`src/rtl/rbfu_net_sched_pkg.sv`:
```
`default_nettype none
// ============================================================================
// Module   : rbfu_net_sched_pkg
// Brief    : Shared constants, FSM encoding and lane-select helper for the
//            RBFU permutation-network sequencer.
// Revision : 1.0
// ============================================================================
package rbfu_net_sched_pkg;

    localparam int P             = 4;
    localparam int N_LANES       = 2 * P;
    localparam int MAP           = 3;
    localparam int L             = 4;
    localparam int DRAIN_LAT     = L + 1;
    localparam int STAGES        = 8;
    localparam int CYC_PER_STAGE = 32;

    localparam int STAGE_W = $clog2(STAGES);
    localparam int CYC_W   = $clog2(CYC_PER_STAGE);
    localparam int CNT_W   = (DRAIN_LAT > 1) ? $clog2(DRAIN_LAT) : 1;
    localparam int SEL_W   = MAP * N_LANES;

    typedef enum logic [2:0] {
        S_IDLE  = 3'd0,
        S_RUN   = 3'd1,
        S_GAP   = 3'd2,
        S_DRAIN = 3'd3,
        S_DONE  = 3'd4
    } state_t;

    // Rotation by (cyc + stage); wraps naturally because N_LANES == 2**MAP.
    function automatic logic [MAP-1:0] lane_sel(
        input int                 lane,
        input logic [CYC_W-1:0]   cyc,
        input logic [STAGE_W-1:0] stage
    );
        return MAP'(lane) + MAP'(cyc) + MAP'(stage);
    endfunction

endpackage

`default_nettype wire

```
`src/rtl/rbfu_net_sched_shift.sv`:
```
`default_nettype none
// ============================================================================
// Module   : rbfu_net_sched_shift
// Brief    : Fixed-depth delay line with asynchronous clear.
// Revision : 1.0
// ============================================================================
module rbfu_net_sched_shift #(
    parameter int SHIFT      = 5,
    parameter int DATA_WIDTH = 1
) (
    input  logic                  clk,
    input  logic                  rst_n,
    input  logic [DATA_WIDTH-1:0] i_din,
    output logic [DATA_WIDTH-1:0] o_dout
);

    logic [DATA_WIDTH-1:0] r_pipe [SHIFT];

    always_ff @(posedge clk or negedge rst_n) begin
        if (!rst_n) begin
            for (int i = 0; i < SHIFT; i++) begin
                r_pipe[i] <= '0;
            end
        end else begin
            r_pipe[0] <= i_din;
            for (int i = 1; i < SHIFT; i++) begin
                r_pipe[i] <= r_pipe[i-1];
            end
        end
    end

    assign o_dout = r_pipe[SHIFT-1];

endmodule

`default_nettype wire

```
`src/rtl/rbfu_net_sched.sv`:
```
`default_nettype none
// ============================================================================
// Module   : rbfu_net_sched
// Brief    : Per-cycle lane-select / issue sequencer for one NTT pass, with
//            inter-stage drain bubbles and a start/busy/done handshake.
// Revision : 1.0
// ============================================================================
module rbfu_net_sched
    import rbfu_net_sched_pkg::*;
(
    input  logic               clk,
    input  logic               rst_n,
    input  logic               i_start,
    input  logic               i_stall,
    output logic [SEL_W-1:0]   o_sel_BI_bus,
    output logic               o_issue_vld,
    output logic [STAGE_W-1:0] o_stage_idx,
    output logic [CYC_W-1:0]   o_cyc_idx,
    output logic               o_wb_vld,
    output logic               o_busy,
    output logic               o_done
);

    if ((1 << MAP) != N_LANES) begin : g_bad_lane_count
        $error("rbfu_net_sched: N_LANES must equal 2**MAP");
    end

    state_t             r_state;
    logic [STAGE_W-1:0] r_stage;
    logic [CYC_W-1:0]   r_cyc;
    logic [CNT_W-1:0]   r_cnt;
    logic               r_issue_vld;
    logic               r_busy;
    logic               r_done;

    logic               w_cyc_last;
    logic               w_stage_last;
    logic               w_cnt_last;
    logic               w_load_sel;
    logic [STAGE_W-1:0] w_nxt_stage;
    logic [CYC_W-1:0]   w_nxt_cyc;

    assign w_cyc_last   = (r_cyc   == CYC_W'(CYC_PER_STAGE - 1));
    assign w_stage_last = (r_stage == STAGE_W'(STAGES - 1));
    assign w_cnt_last   = (r_cnt   == CNT_W'(DRAIN_LAT - 1));

    // Indices of the next issue slot; selects reload only when one is coming.
    always_comb begin
        w_load_sel  = 1'b0;
        w_nxt_stage = r_stage;
        w_nxt_cyc   = r_cyc;
        case (r_state)
            S_IDLE: begin
                if (i_start) begin
                    w_load_sel  = 1'b1;
                    w_nxt_stage = '0;
                    w_nxt_cyc   = '0;
                end
            end
            S_RUN: begin
                if (r_issue_vld && !w_cyc_last) begin
                    w_load_sel = 1'b1;
                    w_nxt_cyc  = r_cyc + CYC_W'(1);
                end
            end
            S_GAP: begin
                if (w_cnt_last) begin
                    w_load_sel  = 1'b1;
                    w_nxt_stage = r_stage + STAGE_W'(1);
                    w_nxt_cyc   = '0;
                end
            end
            default: begin
            end
        endcase
    end

    // Stall is sampled at the edge, so it gates the issue slot that follows.
    always_ff @(posedge clk or negedge rst_n) begin
        if (!rst_n) begin
            r_state     <= S_IDLE;
            r_stage     <= '0;
            r_cyc       <= '0;
            r_cnt       <= '0;
            r_issue_vld <= 1'b0;
            r_busy      <= 1'b0;
            r_done      <= 1'b0;
        end else begin
            r_done <= 1'b0;
            case (r_state)
                S_IDLE: begin
                    if (i_start) begin
                        r_state     <= S_RUN;
                        r_stage     <= '0;
                        r_cyc       <= '0;
                        r_issue_vld <= !i_stall;
                        r_busy      <= 1'b1;
                    end
                end
                S_RUN: begin
                    if (r_issue_vld && w_cyc_last) begin
                        r_cyc       <= '0;
                        r_cnt       <= '0;
                        r_issue_vld <= 1'b0;
                        r_state     <= w_stage_last ? S_DRAIN : S_GAP;
                    end else begin
                        if (r_issue_vld) begin
                            r_cyc <= r_cyc + CYC_W'(1);
                        end
                        r_issue_vld <= !i_stall;
                    end
                end
                S_GAP: begin
                    if (w_cnt_last) begin
                        r_state     <= S_RUN;
                        r_stage     <= r_stage + STAGE_W'(1);
                        r_issue_vld <= !i_stall;
                    end else begin
                        r_cnt <= r_cnt + CNT_W'(1);
                    end
                end
                S_DRAIN: begin
                    if (w_cnt_last) begin
                        r_state <= S_DONE;
                        r_done  <= 1'b1;
                    end else begin
                        r_cnt <= r_cnt + CNT_W'(1);
                    end
                end
                S_DONE: begin
                    r_state <= S_IDLE;
                    r_busy  <= 1'b0;
                end
                default: begin
                    r_state <= S_IDLE;
                end
            endcase
        end
    end

    for (genvar gi = 0; gi < N_LANES; gi++) begin : g_lane
        logic [MAP-1:0] r_sel;

        always_ff @(posedge clk or negedge rst_n) begin
            if (!rst_n) begin
                r_sel <= '0;
            end else if (w_load_sel) begin
                r_sel <= lane_sel(gi, w_nxt_cyc, w_nxt_stage);
            end
        end

        assign o_sel_BI_bus[gi*MAP +: MAP] = r_sel;
    end

    rbfu_net_sched_shift #(
        .SHIFT      (DRAIN_LAT),
        .DATA_WIDTH (1)
    ) u_wb_dly (
        .clk    (clk),
        .rst_n  (rst_n),
        .i_din  (r_issue_vld),
        .o_dout (o_wb_vld)
    );

    assign o_issue_vld = r_issue_vld;
    assign o_stage_idx = r_stage;
    assign o_cyc_idx   = r_cyc;
    assign o_busy      = r_busy;
    assign o_done      = r_done;

endmodule

`default_nettype wire

```
`config.mk`:
```
export PLATFORM = sky130hd
export DESIGN_NAME = rbfu_net_sched
export DESIGN_NICKNAME = d
export VERILOG_FILES = /design/src/rtl/rbfu_net_sched_pkg.sv /design/src/rtl/rbfu_net_sched_shift.sv /design/src/rtl/rbfu_net_sched.sv
export SDC_FILE = /design/constraint.sdc
export NUM_CORES = 1
export LEC_CHECK = 0
export ABC_AREA = 1
export BUFFER_PORTS_ARGS = -buffer_cell sky130_fd_sc_hd__buf_2
export CORE_MARGIN = 2
export CORE_UTILIZATION = 35
export CTS_CLUSTER_DIAMETER = 150
export DETAILED_ROUTE_END_ITERATION = 10
export GPL_TIMING_DRIVEN = 0
export SYNTH_ARGS = -nofsm -noshare
export SYNTH_HDL_FRONTEND = slang
export SYNTH_SLANG_ARGS = --single-unit
```
`constraint.sdc`:
```
create_clock -name clk -period 2.7 [get_ports clk]
set_input_delay 0.135 -clock clk [delete_from_list [all_inputs] [get_ports clk]]
set_output_delay 0.135 -clock clk [all_outputs]
set_load 0.01 [all_outputs]
```
Yosys cells after proc, flatten, opt, wreduce, memory -nomap -nowiden
Index checks and enable logic that the tools add are counted.

Add/sub/neg operators: 18. Equal/unequal tests: 13. Mux-type cells: 30. Reduce and logical (&&, ||, !) cells: 15.

Operators by type and width (number): two-way mux 3 bit (10); adder 3 bit (8); two-way mux 5 bit (3); adder 3 bit (first input constant) (4); one-hot mux 3 bit (2 select lines) (2); one-hot mux 3 bit (4 select lines) (1); != test 2 bit (second input constant) (5); one-hot mux 5 bit (2 select lines) (1); == test 3 bit (second input constant) (3); two-way mux 1 bit (9); one-hot mux 3 bit (3 select lines) (1); adder 2 x 3 -> 3 bit (first input constant) (2); adder 3 x 1 -> 3 bit (second input constant) (2); == test 3 x 2 -> 1 bit (second input constant) (2); one-hot mux 1 bit (3 select lines) (2); AND reduction 3 bit (2); nonzero test 2 bit (3); adder 5 x 1 -> 5 bit (second input constant) (1); == test 5 bit (second input constant) (1); AND reduction 2 bit (2); AND reduction 4 bit (1); adder 1 x 3 -> 3 bit (first input constant) (1); == test 3 x 1 -> 1 bit (second input constant) (1); logical NOT 3 bit (1); other kinds (6) (8).

Flip-flop bits (word level): 46. Input port bits: 4. Output and inout port bits: 36. Word-level logic and storage cells: 96.

Longest topological paths before layout
Gate-level depths: netlist (run 1).

Depth in word-level cells: 7. Mapped depth: 18. Depth with buffers taken out: 18.

By module
From an unflattened synthesis (run 1), not the netlist that was laid out.

Cells, all modules: 249. Area total of the unflattened synthesis: 2028.2 um^2.

By module, submodules not included: rbfu_net_sched (times used 1, cells each 244, area an instance 1903.1 um^2); rbfu_net_sched_shift (times used 1, cells each 5, area an instance 125.1 um^2).

Worst setup path after synthesis (run 1)
No wires, ideal clock.

Path kind: register -> register. From: register r_cyc[0], in the netlist o_cyc_idx[0]. To: register g_lane[2].r_sel[1]. Setup time: 119 ps. Arrival time: 2521 ps. Setup slack: 60 ps. Stages on the path, launching flop included: 16. Clock period less this slack: 2640 ps. Cell sequence: dfrtp_1 -> ha_1 -> nand2_1 -> nor2_1 -> ha_1 -> inv_1 -> nand2_1 -> nand3_1 -> nand2_2 -> o22ai_1 -> inv_1 -> ha_1 -> inv_1 -> fa_1 -> or2_2 -> o21a_1.

Word-level cells in the longest chain between the ends: 7. Elaborated cells between the ends (all ways): 12. Those cells by class: 3 x add/sub; 1 x eq/ne; 6 x mux; 2 x reduce/logical.

Ends and longest elaborated chain: start, declared (line rbfu_net_sched.sv:30) `logic [CYC_W-1:0] r_cyc;`; start signal, assigned (line rbfu_net_sched.sv:108) `r_cyc <= r_cyc + CYC_W'(1);`; branches (longest 7 deep; another with adder 5 x 1 -> 5 bit); end signal, assigned (line rbfu_net_sched.sv:148) `r_sel <= lane_sel(gi, w_nxt_cyc, w_nxt_stage);`; end, declared (line rbfu_net_sched.sv:142) `logic [MAP-1:0] r_sel;`.

Several ways; the timed one is not identified. A chain may end at the register's enable or synchronous reset.

Final worst setup path (run 1)
Same ends and word-level chain as after synthesis.

==> impl_summary.md, run 1 <==
Cells and area
In the final layout, flip-flops and latches occupy 903 um2. The finished layout holds 378 standard cells, fillers aside. The share of final-layout standard cells stronger than drive strength 1 is 38.0%. The area growth from synthesis to layout is 24.4%. The final-layout fill cell count is 588. The number of antenna cells inserted is 0.

For this run, the share of the core covered by cells in the final layout is 45.1%. At the end of the flow, the number of nets in the layout was 322. The multi-input combinational cells in the finished layout cover a total of 0.00106 mm2.

Synth
The number of synthesis warnings is 0. By count the netlist is led by nand2_1, dfrtp_1, inv_1. The synthesized cell area is 0.00215 mm2.

The mean instance size in the synthesized netlist is 8.69 um2. Summed over all instances, the cell type with the most area after synthesis is dfrtp_1. In the synthesized netlist the dominant register cell turns out to be dfrtp_1. The cell with the most instances after synthesis is nand2_1. Of all flip-flops after synthesis, the portion carrying an async set or reset was 100%. The fraction of post-synthesis cell area in the top cell type by area is 42.0%. The net count after synthesis is 267. The count of flip-flops with a built-in enable after synthesis is 0. The sequential area share after synthesis is 42.0%. The number of unique standard cell types used by synthesis is 32. The register bit total from synthesis is 36. The cell count after synthesis is 247.

Sorting the synthesized cells by area gives the leading types as dfrtp_1, nand2_1, ha_1.

Timing
The count of final setup violators is 0. The worst relative slew slack is 46.6%. In the post-route analysis, the smallest setup slack over all paths is 0.135 ns. Hold is met by 0.0135 ns. The final hold violation count is 0. The maximum operating frequency is 0.390 GHz.

At the pin with the least slew margin, the transition time is 0.800 ns. The number of pins with negative max-slew slack in the final report is 0. For the finished layout, the period the worst path requires is 2.57 ns. The period utilization is 95.0%. Clock skew on the completed layout was measured at 0.00670 ns.

Power
IR analysis of the VDD net gives a maximum drop of 0.532 mV. For this design the ratio of total power to cell area is 1340 mW/mm2. Summed over all cells, the static leakage comes to 1.43 nW.

Worst setup path
The critical path goes through ha_2 -> nand2_1 -> nor2_1 -> ha_2 -> inv_1 -> nand2_1 -> nand3_1 -> nand2_2 -> o22ai_2 -> inv_2 -> ha_4 -> inv_1 -> fa_1 -> or2_2 -> o21a_1. At the worst endpoint, the arrival time is 2.75 ns. For the worst setup path, the data required time is 2.89 ns. Counting both buffers and inverters, the worst setup path holds a total of 3.

Of all nets on the critical path, the largest fanout is 4. The worst setup path is launched from a flip-flop. The largest single stage delay on the critical path is 0.41 ns.

The number of gates on the worst path with buffers counted is 15. The logic depth of the worst register-to-register path is 15. The kind of critical path is flip-flop to flip-flop. The cell with the biggest individual delay on the critical path is dfrtp_2. The kind of end point of the critical path is a flip-flop. The largest delay contributor family on the critical path is adder cells.

Drt
The total iterations of the first detailed-routing run is 4. The overall via count from detail_route is 1705. In the routed layout, each cell is associated on average with a via count of 4.51. After detailed routing, the average wire length per cell comes to 11.4 um. The number of nets with antenna violations after detailed routing is 0.

The number of violations reported at the end of detailed-routing iteration 0 is 82. The final layout contains routed wiring with a total length of 4320 um. After detailed routing, the number of remaining DRC violations is 0.

Clock tree
The number of buffers inserted during clock tree synthesis is 5. The buffer cell driving the clock tree root is clkbuf_8. The CTS tree is done. Counting every sink on the clock net gives 36. The H-tree was split into 2 levels. The clock passes through at most 2 buffers. Clock latency on the worst-skew pair, taken at its later pin, is 0.30 ns. Clock-pin slew was measured on the worst setup and hold paths at 0.08 ns.

Outcome
The run finished with clean final reports.

Die
The die is 82.3 um tall. The floorplan row count is 28. The floorplan die area is 0.00678 mm2. For this design the top-level I/O count stands at 40.

The placeable core region is 0.00592 mm2. The starting density of the core is 36.3%. Measured along the x axis, the die boundary spans 82.3 um.

Global route
Global routing consumed, over all layers together, 13.6% of the routing resources. The number of global-route vias before repair was 1565. The initial antenna violation count is 0. The maximum number of pins on one net before global-route repair is 37. Global routing finished with a remaining overflow of 0. The first-pass GRT wire length is 6990 um.

Hold path
The worst hold path passes through 2 cells. The class of the worst hold path is primary input to flip-flop.

Place
Counting tap cells, the placed design contains a total of 361 instances. Detailed placement finished with a half-perimeter wire length of 3150 um. The congestion estimate from routability-driven global placement came to 0.840. Prior to clock tree synthesis, the placed netlist has a worst setup slack of -0.137 ns. Input and output buffers added on the ports amount to 39.

Flow run
The total of max-cap violations is 0.
kinds of logic (layout without fill, tap and decap cells):
logic type / count (synthesis) / after routing / share of synthesized area, %
and+or+nand+nor: 119 / 119 / 29.1
buffers and inverters: 49 / 105 / 11.1
DFF: 36 / 36 / 42.0
AOI/OAI and AO/OA: 24 / 24 / 6.64
adders and majority gates: 16 / 16 / 10.0
xor gates and xnor gates: 3 / 3 / 1.22
cells in the final DEF (no fill, tap or decap), drive strengths merged:
master	count
xnor2	1
o31ai	1
clkinv	1
ha	14
nand3	25
xor2	2
clkinvlp	1
inv	36
nand2	67
o22ai	2
a21o	1
a32oi	1
nand4	1
clkbuf	5
dlygate4sd3	1
bufinv	1
o21a	3
a21oi	7
dfrtp	36
a221oi	1
buf	60
o21ai	8
nor3	5
nor2	18
or2	3
fa	2
what timing repair did:
action,CTS,global route
setup endpoints to repair,6,8
hold endpoints to repair,36,0
gates resized for setup,5,15
buffers inserted,3,5
pin swaps,0,4
hold buffers,1,0
stage by stage:
stage          area [um2]  TNS (ns)  power (mW)
2_1_floorplan        2150         0        2.45
3_3_place_gp         2440    -0.214        2.92
3_5_place_dp         2440    -0.258        2.98
4_1_cts              2590         0        3.53
5_1_grt              2670   -0.0367        3.96
6_report             2670         0        3.58
flip-flops by register name (all words and copies together) (netlist names):
register / count
r_cnt: 3
o_busy: 1
o_stage_idx: 3
g_lane.r_sel: 14
o_issue_vld: 1
o_done: 1
u_wb_dly.o_dout: 1
o_cyc_idx: 5
u_wb_dly.r_pipe: 4
r_state: 3
metal layers:
layer  part of all wire [%]  vias up  global-route usage (%)
li1                       -      881                       -
met1                     48      790                    17.4
met2                     47       29                    21.5
met3                    4.0        5                    3.48
met4                    1.6        0                    6.00
met5                      0        -                       0
report_power, final:
| group | total [mW] | leakage, nW | switching (mW) | internal (mW) |
|---|---|---|---|---|
| logic | 2.15 | 0.936 | 1.24 | 0.904 |
| registers | 0.953 | 0.443 | 0.175 | 0.779 |
| clock network | 0.482 | 0.0541 | 0.209 | 0.273 |
worst paths after layout:
check / from / to / slack (ns)
hold reg to reg: u_wb_dly.r_pipe[1] / u_wb_dly.o_dout / 0.35
max in group asynchronous: rst_n / o_cyc_idx[0] / 1.69
setup / recovery: o_cyc_idx[0] / g_lane[2].r_sel[1] / 0.13
setup reg to reg: o_cyc_idx[0] / g_lane[2].r_sel[1] / 0.13
min in group asynchronous: rst_n / u_wb_dly.r_pipe[2] / 0.46
hold / removal: i_stall / o_issue_vld / 0.01
cell type report:
cell class / count / share of cell area, %
timing repair buffer: 48 / 9.93
sequential: 36 / 33.8
clock inverter: 3 / 1.59
tap: 75 / 3.51
clock buffer: 5 / 2.58
inverter: 36 / 5.06
buffer: 13 / 3.84
multi-input combinational: 162 / 39.7
No activity file was read; power rests on OpenSTA's default activity.
==> run 2: changes to the inputs <==
- CORE_MARGIN: 2 -> 8
- CTS_BUF_LIST: not set -> sky130_fd_sc_hd__clkbuf_4 sky130_fd_sc_hd__clkbuf_8 sky130_fd_sc_hd__clkbuf_16
- SLEW_MARGIN: not set -> 40
==> impl_summary.md, run 2 (synthesis results as in run 1) <==
Outcome
The run finished with clean final reports.

Power
The power density over cell area came to 1360 mW/mm2 (+1.5%). The fraction of power spent switching nets is 44.7% (-0.76 points). The portion of total power attributed to combinational logic is 60.0% (about the same).

The static power due to leakage is 1.44 nW (+0.34%). The internal portion of total power is 2.03 mW (+3.7%). The maximum ir drop on the vdd rail is 0.465 mV (-13%). The sequential power share was 25.9% (-0.7 points). The fraction of power consumed by the clock network is 14.1% (+0.7 points). The power dissipated by switching net loads was 1.64 mW (+0.51%).

Timing
The final hold violation count is 0 (unchanged). The worst relative slew slack was 69.5% (+23 points). The number of pins with negative max-slew slack in the final report is 0 (unchanged).

The least setup slack across all paths after layout was 0.151 ns (+0.0161 ns). The final clock skew came to 0.00824 ns (+0.00154 ns). The transition time at the pin with the least slew margin is 0.457 ns (-0.343 ns). Setup repair after global routing could not meet its margin everywhere.

The post-route worst hold slack is 0.0200 ns (+0.00653 ns). The maximum operating frequency is 0.392 GHz (+0.63%). The sum of negative setup slack was 0 ns (unchanged). The minimum period implied by the final worst setup slack was 2.55 ns (-0.0161 ns).

The count of final setup violators came to 0 (unchanged). The period utilization is 94.4% (-0.60 points).

Global route
The total global routing track utilization is 10.6% (-3.0 points). The number of global-route vias before repair is 1728 (+10%). The first-pass GRT wire length came to 7690 um (+10%). The final global-route overflow total is 0 (unchanged). The maximum number of pins on one net before global-route repair came to 37 (unchanged). The initial antenna violation count is 0 (unchanged).

Die
The height of the die is 94.3 um (+15%). The width of the die is 94.3 um (+15%). The boundary pin count is 40 (unchanged).

The placeable core region came to 0.00592 mm2 (unchanged). The starting density of the core is 36.3% (unchanged). The floorplan row count is 28 (unchanged).

The floorplan die area is 0.00890 mm2 (+31%).

Cells and area
The cell area after layout is 0.00269 mm2 (+0.70%). The flip-flop count of the largest register after layout came to 14 (unchanged). The library cells used most frequently in the layout, excluding fill and tap cells, are nand2_1, buf_2, dfrtp_1, inv_1.

The share of final-layout standard cells stronger than drive strength 1 is 38.1% (+0.13 points). The register with the most flip-flops in the final layout is g_lane.r_sel. The most common cell after layout, fill and taps aside is nand2_1. The area growth from synthesis to layout is 25.3%. The number of nets in the layout came to 321 (-0.31%). The number of antenna cells inserted is 0 (unchanged).

Worst setup path
The arrival time at the worst endpoint is 2.73 ns (-0.02 ns). The biggest fanout along the worst timing path is 4 (unchanged). The kind of critical path is flip-flop to flip-flop. The kind of end point of the critical path is a flip-flop. The required time reported for the critical path endpoint is 2.88 ns (about the same). The worst setup path is launched from a flip-flop.

Drt
The met1 routed wirelength after detailed routing is 2040 um (-0.58%). The number of violations reported at the end of detailed-routing iteration 0 came to 57 (-30%). The overall via count from detail_route is 1693 (-0.70%). The number of nets with antenna violations after detailed routing was 0 (unchanged). The highest routing layer actually used is met4.

The routed wire length per instance is 11.9 um (+4.3%). The total iterations of the first detailed-routing run is 4 (unchanged). The routed wire length is 4490 um (+4.0%).

The mean number of vias per cell came to 4.49 (-0.44%). The DRC violations left came to 0 (unchanged). The total met3 wirelength after detailed routing is 344 um (+99%).

The sum of met2 wire segment lengths after detailed routing is 2040 um (+1.3%).

Clock tree
The clock transition at the registers of the reported paths was 0.08 ns (about the same). The CTS tree is done. The number of buffers inserted during clock tree synthesis is 5 (unchanged). The maximum buffer depth of the clock tree is 2 (unchanged).

The deepest level of the CTS H-tree came to 2 (unchanged). The clock latency on the worst-skew pair is 0.29 ns (about the same). The clock sink count is 36 (unchanged).

The buffer cell driving the clock tree root is clkbuf_8.

Place
The setup slack at placement is -0.150 ns (-0.0137 ns). The half-perimeter wire length after placement is 3350 um (+6.5%). The count of buffers inserted at the top-level ports is 39 (unchanged). The weighted congestion reported at the end of routability-driven placement is 0.877 (+4.3%). The instance area after placement is 0.00244 mm2 (unchanged).

Hold path
In this run the worst hold path is classified as primary input to flip-flop.

Flow run
The total of max-cap violations is 0 (unchanged).
-- run 2: cell types whose count changed in the layout (fill, tap and decap cells not counted), sizes merged --
cell,change
clkbuf,+2
buf,-1
clkinvlp,-1
clkinv,-1
-- run 2: cell type report --
type / instances / area [um2]
Tap cell: 75 / 93.8
Clock buffer: 7 / 96.3
Sequential cell: 36 / 905
Fill cell: 585 / 3230
Timing Repair Buffer: 47 / 260
Buffer: 13 / 103
Inverter: 36 / 135
Multi-Input combinational cell: 162 / 1070
Clock inverter: 1 / 30.0
-- run 2: per-stage QoR --
step	total power, mW	utilization [%]	cells
global route	4.05	45.4	377
floorplan	2.45	-	247
finish	3.66	45.4	377
global placement	2.94	41.1	361
CTS	3.57	43.9	372
detailed placement	2.99	41.1	361
-- run 2: power by group through the flow --
stage / clock, mW / combinational, mW / sequential [mW]
3_3_place_gp: 0 / 1.98 / 0.964
3_5_place_dp: 0 / 2.01 / 0.975
4_1_cts: 0.534 / 2.09 / 0.950
5_1_grt: 0.558 / 2.51 / 0.988
2_1_floorplan: 0 / 1.43 / 1.02
6_report: 0.518 / 2.20 / 0.948
-- run 2: what timing repair did --
action / CTS / global route
resized for setup: 6 / 16
endpoints found under the setup margin: 7 / 9
setup buffers: 2 / 5
endpoints found under the hold margin: 36 / 0
hold buffers: 1 / 0
pin swaps: 0 / 4
cloned: 0 / 0
-- run 2: critical path, stage by stage, from the launching register on --
cell,delay (ns)
dfrtp_2,0.40
ha_1,0.22
nand2_1,0.07
nor2_1,0.04
ha_2,0.20
nor2_2,0.12
nand3_2,0.10
inv_2,0.11
o22ai_4,0.08
inv_2,0.07
ha_4,0.14
inv_1,0.05
fa_1,0.41
or2_2,0.31
o21a_1,0.10
-- run 2: worst paths after layout --
check | start | to | slack (ns) | cells past startpoint
min reg2reg | u_wb_dly.r_pipe[2] | u_wb_dly.r_pipe[1] | 0.35 | 0
min in group asynchronous | rst_n | o_cyc_idx[4] | 0.34 | 2
max in group asynchronous | rst_n | r_state[2] | 2.01 | 2
max reg2reg | o_cyc_idx[0] | g_lane[2].r_sel[1] | 0.15 | 14
min | i_stall | o_issue_vld | 0.02 | 2
max | o_cyc_idx[0] | g_lane[2].r_sel[1] | 0.15 | 14
-- run 2: routing by layer --
metal,vias up,GRT usage [%]
met4,0,3.57
met1,772,12.9
met3,4,3.28
met5,-,0
li1,882,-
met2,35,17.4
==> run 3: changes to the inputs <==
- ABC_AREA: 1 -> not set
- clock period: 2.7 -> 2.9 ns (I/O delays scaled with it)
==> impl_summary.md, run 3 <==
Cells and area
The number of antenna cells inserted is 0 (unchanged). The utilization after layout is 48.6% (+3.2 points). The number of nets in the layout is 265 (-17%). In the layout the commonest cells are buf_2, dfrtp_1, buf_4, nand2_1. The growth of design area from synthesis to finish is 32.6%. Leaving out fill and tap cells, the most frequent cell in the layout is buf_2. The flip-flop count of the largest register after layout is 14 (unchanged). Counting flops per register, the top entry is g_lane.r_sel.

The share of final-layout standard cells stronger than drive strength 1 is 45.5% (+7.4 points).

Power
The fraction of power spent switching nets is 38.6% (-6.1 points). The power dissipated by switching net loads is 1.20 mW (-26%). The static power due to leakage is 1.38 nW (-4.0%).

The internal portion of total power is 1.92 mW (-5.5%). The portion of total power attributed to combinational logic is 61.0% (+1.0 points). The sequential power share is 26.5% (+0.6 points). The fraction of power consumed by the clock network is 12.5% (-1.6 points). The power density over cell area is 1160 mW/mm2 (-15%).

The maximum ir drop on the vdd rail is 0.421 mV (-9.4%). The total design power is 3.12 mW (-15%).

Clock tree
The number of buffers inserted during clock tree synthesis is 5 (unchanged). The root buffer cell chosen for the clock tree is clkbuf_8. The maximum buffer depth of the clock tree was 2 (unchanged). The clock sink count was 36 (unchanged). The clock latency on the worst-skew pair is 0.29 ns (about the same). The clock transition at the registers of the reported paths is 0.07 ns (about the same). The CTS tree is done.

The deepest level of the CTS H-tree came to 2 (unchanged).

Synth
The cell count after synthesis is 187 (-24%). By instance count, the leading cell after synthesis is dfrtp_1. The number of unique standard cell types used by synthesis is 45 (+41%). The largest total area in the synthesized netlist belongs to dfrtp_1.

The async set or reset register ratio after synthesis came to 100% (unchanged). The register bit total from synthesis is 36 (unchanged). By count the netlist is led by dfrtp_1, nand2_1, ha_1, o21ai_0, inv_1. The mean instance size in the synthesized netlist is 10.9 um2 (+25%). The net count after synthesis is 207 (-22%). In the synthesized netlist the dominant register cell turns out to be dfrtp_1.

The count of flip-flops with a built-in enable after synthesis is 0 (unchanged). The fraction of post-synthesis cell area in the top cell type by area is 44.4% (+2.4 points). Yosys attributes the largest share of cell area to dfrtp_1, ha_1, xnor3_1. The sequential area share after synthesis was 44.4% (+2.4 points). The number of synthesis warnings came to 0 (unchanged). The synthesized cell area is 0.00203 mm2 (-5.4%).

Drt
The routed wire length is 4300 um (-4.3%). The DRC violations left is 0 (unchanged). The overall via count from detail_route is 1501 (-11%).

The number of nets with antenna violations after detailed routing is 0 (unchanged). The total iterations of the first detailed-routing run came to 4 (unchanged). The number of violations reported at the end of detailed-routing iteration 0 is 88 (+54%). The mean number of vias per cell is 4.72 (+5.1%). The routed wire length per instance is 13.5 um (+13%).

Global route
The final global-route overflow total was 0 (unchanged). The first-pass GRT wire length is 7220 um (-6.2%). The total global routing track utilization was 10.6% (-0.033 points). The initial antenna violation count was 0 (unchanged). The number of global-route vias before repair is 1477 (-15%).

The maximum number of pins on one net before global-route repair was 37 (unchanged).

Worst setup path
The arrival time at the worst endpoint was 2.99 ns (+0.26 ns). The kind of end point of the critical path is a flip-flop. The worst setup path is of the flip-flop to flip-flop kind. The required time reported for the critical path endpoint came to 3.07 ns (+0.19 ns).

The maximum cell stage delay along the critical path is 0.43 ns (+0.02 ns). Walking the worst path, the cells encountered are ha_4 -> and3_4 -> ha_4 -> nand2_4 -> nand2_4 -> nor2_4 -> nor2_2 -> a21o_1 -> ha_2 -> fa_1 -> xnor3_1 -> mux2_2. The startpoint kind of the worst setup timing path is a flip-flop.

The biggest fanout along the worst timing path is 5 (+1). The largest individual stage delay along the critical path comes from the cell dfrtp_2.

Die
The placeable core region is 0.00554 mm2 (-6.4%). The width of the die was 92.2 um (-2.3%). The height of the die came to 92.2 um (-2.3%). The floorplan row count is 27 (-3.6%). The floorplan die area came to 0.00850 mm2 (-4.5%). The starting density of the core is 36.7% (+0.39 points). The boundary pin count is 40 (unchanged).

Timing
The transition time at the pin with the least slew margin is 0.473 ns (+0.0153 ns). The maximum operating frequency is 0.355 GHz (-9.4%). The minimum period implied by the final worst setup slack is 2.81 ns (+0.265 ns).

Setup repair after global routing could not meet its margin everywhere. The count of final setup violators is 0 (unchanged). The final clock skew was 0.00551 ns (-0.00273 ns). The final hold violation count is 0 (unchanged). The worst relative slew slack is 68.5% (-1.0 points). The number of pins with negative max-slew slack in the final report is 0 (unchanged). The period utilization is 97.0% (+2.6 points).

Flow run
The total of max-cap violations was 0 (unchanged).

Place
The half-perimeter wire length after placement is 3020 um (-10%). The weighted congestion reported at the end of routability-driven placement is 0.755 (-14%). The count of buffers inserted at the top-level ports is 39 (unchanged).

Outcome
The run finished with clean final reports.

Hold path
The class of the worst hold path is primary input to flip-flop.
[run 3: worst paths after layout]
check | startpoint | endpoint | slack [ns] | cells after the start
min | i_start | r_state[0] | 0.17 | 3
max reg2reg | o_cyc_idx[0] | g_lane[1].r_sel[2] | 0.09 | 12
min reg2reg | u_wb_dly.r_pipe[1] | u_wb_dly.o_dout | 0.35 | 0
max in group asynchronous | rst_n | o_cyc_idx[0] | 2.19 | 2
max | o_cyc_idx[0] | g_lane[1].r_sel[2] | 0.09 | 12
min in group asynchronous | rst_n | r_cnt[1] | 0.35 | 2
[run 3: per-layer routing]
| metal | GRT usage, % | wire [um] |
|---|---|---|
| met1 | 13.9 | 2070 |
| met5 | 0 | 0 |
| met3 | 3.67 | 288 |
| met2 | 15.4 | 1860 |
| met4 | 4.43 | 77 |
[run 3: power groups by stage]
stage / Combinational, mW / Sequential [mW] / Clock (mW)
final: 1.90 / 0.827 / 0.389
after global routing: 2.13 / 0.859 / 0.428
after CTS: 1.73 / 0.826 / 0.402
after detailed placement: 1.56 / 0.847 / 0
after global placement: 1.56 / 0.840 / 0
after floorplan: 1.09 / 0.891 / 0
[run 3: per-stage QoR]
stage | std cells | setup slack (ns) | hold slack, ns | cell area, um2 | setup TNS, ns
2_1_floorplan | 187 | 0.0197 | -0.151 | 2060 | 0
3_3_place_gp | 298 | -0.244 | 0.288 | 2340 | -0.849
3_5_place_dp | 298 | -0.262 | 0.292 | 2340 | -1.21
4_1_cts | 315 | -0.0157 | 0.153 | 2560 | -0.0254
5_1_grt | 318 | -0.0416 | 0.167 | 2690 | -0.0583
6_report | 318 | 0.0860 | 0.172 | 2690 | 0
[run 3: final cells by class]
type                    instances  area, um2
plain buffers                  16        119
clock buffers                   8       97.6
fillers                       541       2850
inverters                      12       45.0
multi-input cells             122       1140
flip-flops and latches         36        903
well taps                      72       90.1
repair buffers                 52        298
[run 3: repair_timing]
item / CTS / global route
endpoints found under the setup margin: 8 / 7
buffers inserted: 9 / 3
hold buffers: 1 / 0
pin swaps: 4 / 8
endpoints found under the hold margin: 36 / 0
gates resized for setup: 13 / 19
cloned: 0 / 0
[run 3: worst max-delay path: cells and delay by family, from the launching register on]
family	cells	cell delay, ns
AOI/OAI and AO/OA	1	0.16
xor gates and xnor gates	1	0.35
adders and majority gates	4	0.91
DFF	1	0.43
muxes	1	0.27
and+or+nand+nor	5	0.58
[run 3: logic make-up (layout without fill, tap and decap cells)]
| kind of cell | after synthesis | count (layout) | synth area share (%) |
|---|---|---|---|
| AND/OR/NAND/NOR | 49 | 49 | 12.3 |
| AO/OA/AOI/OAI | 40 | 40 | 12.8 |
| adder cells (fa/ha/maj) | 16 | 16 | 10.6 |
| buffers and inverters | 29 | 88 | 7.82 |
| flip-flops | 36 | 36 | 44.4 |
| multiplexers | 7 | 7 | 3.82 |
| XOR/XNOR | 10 | 10 | 8.38 |
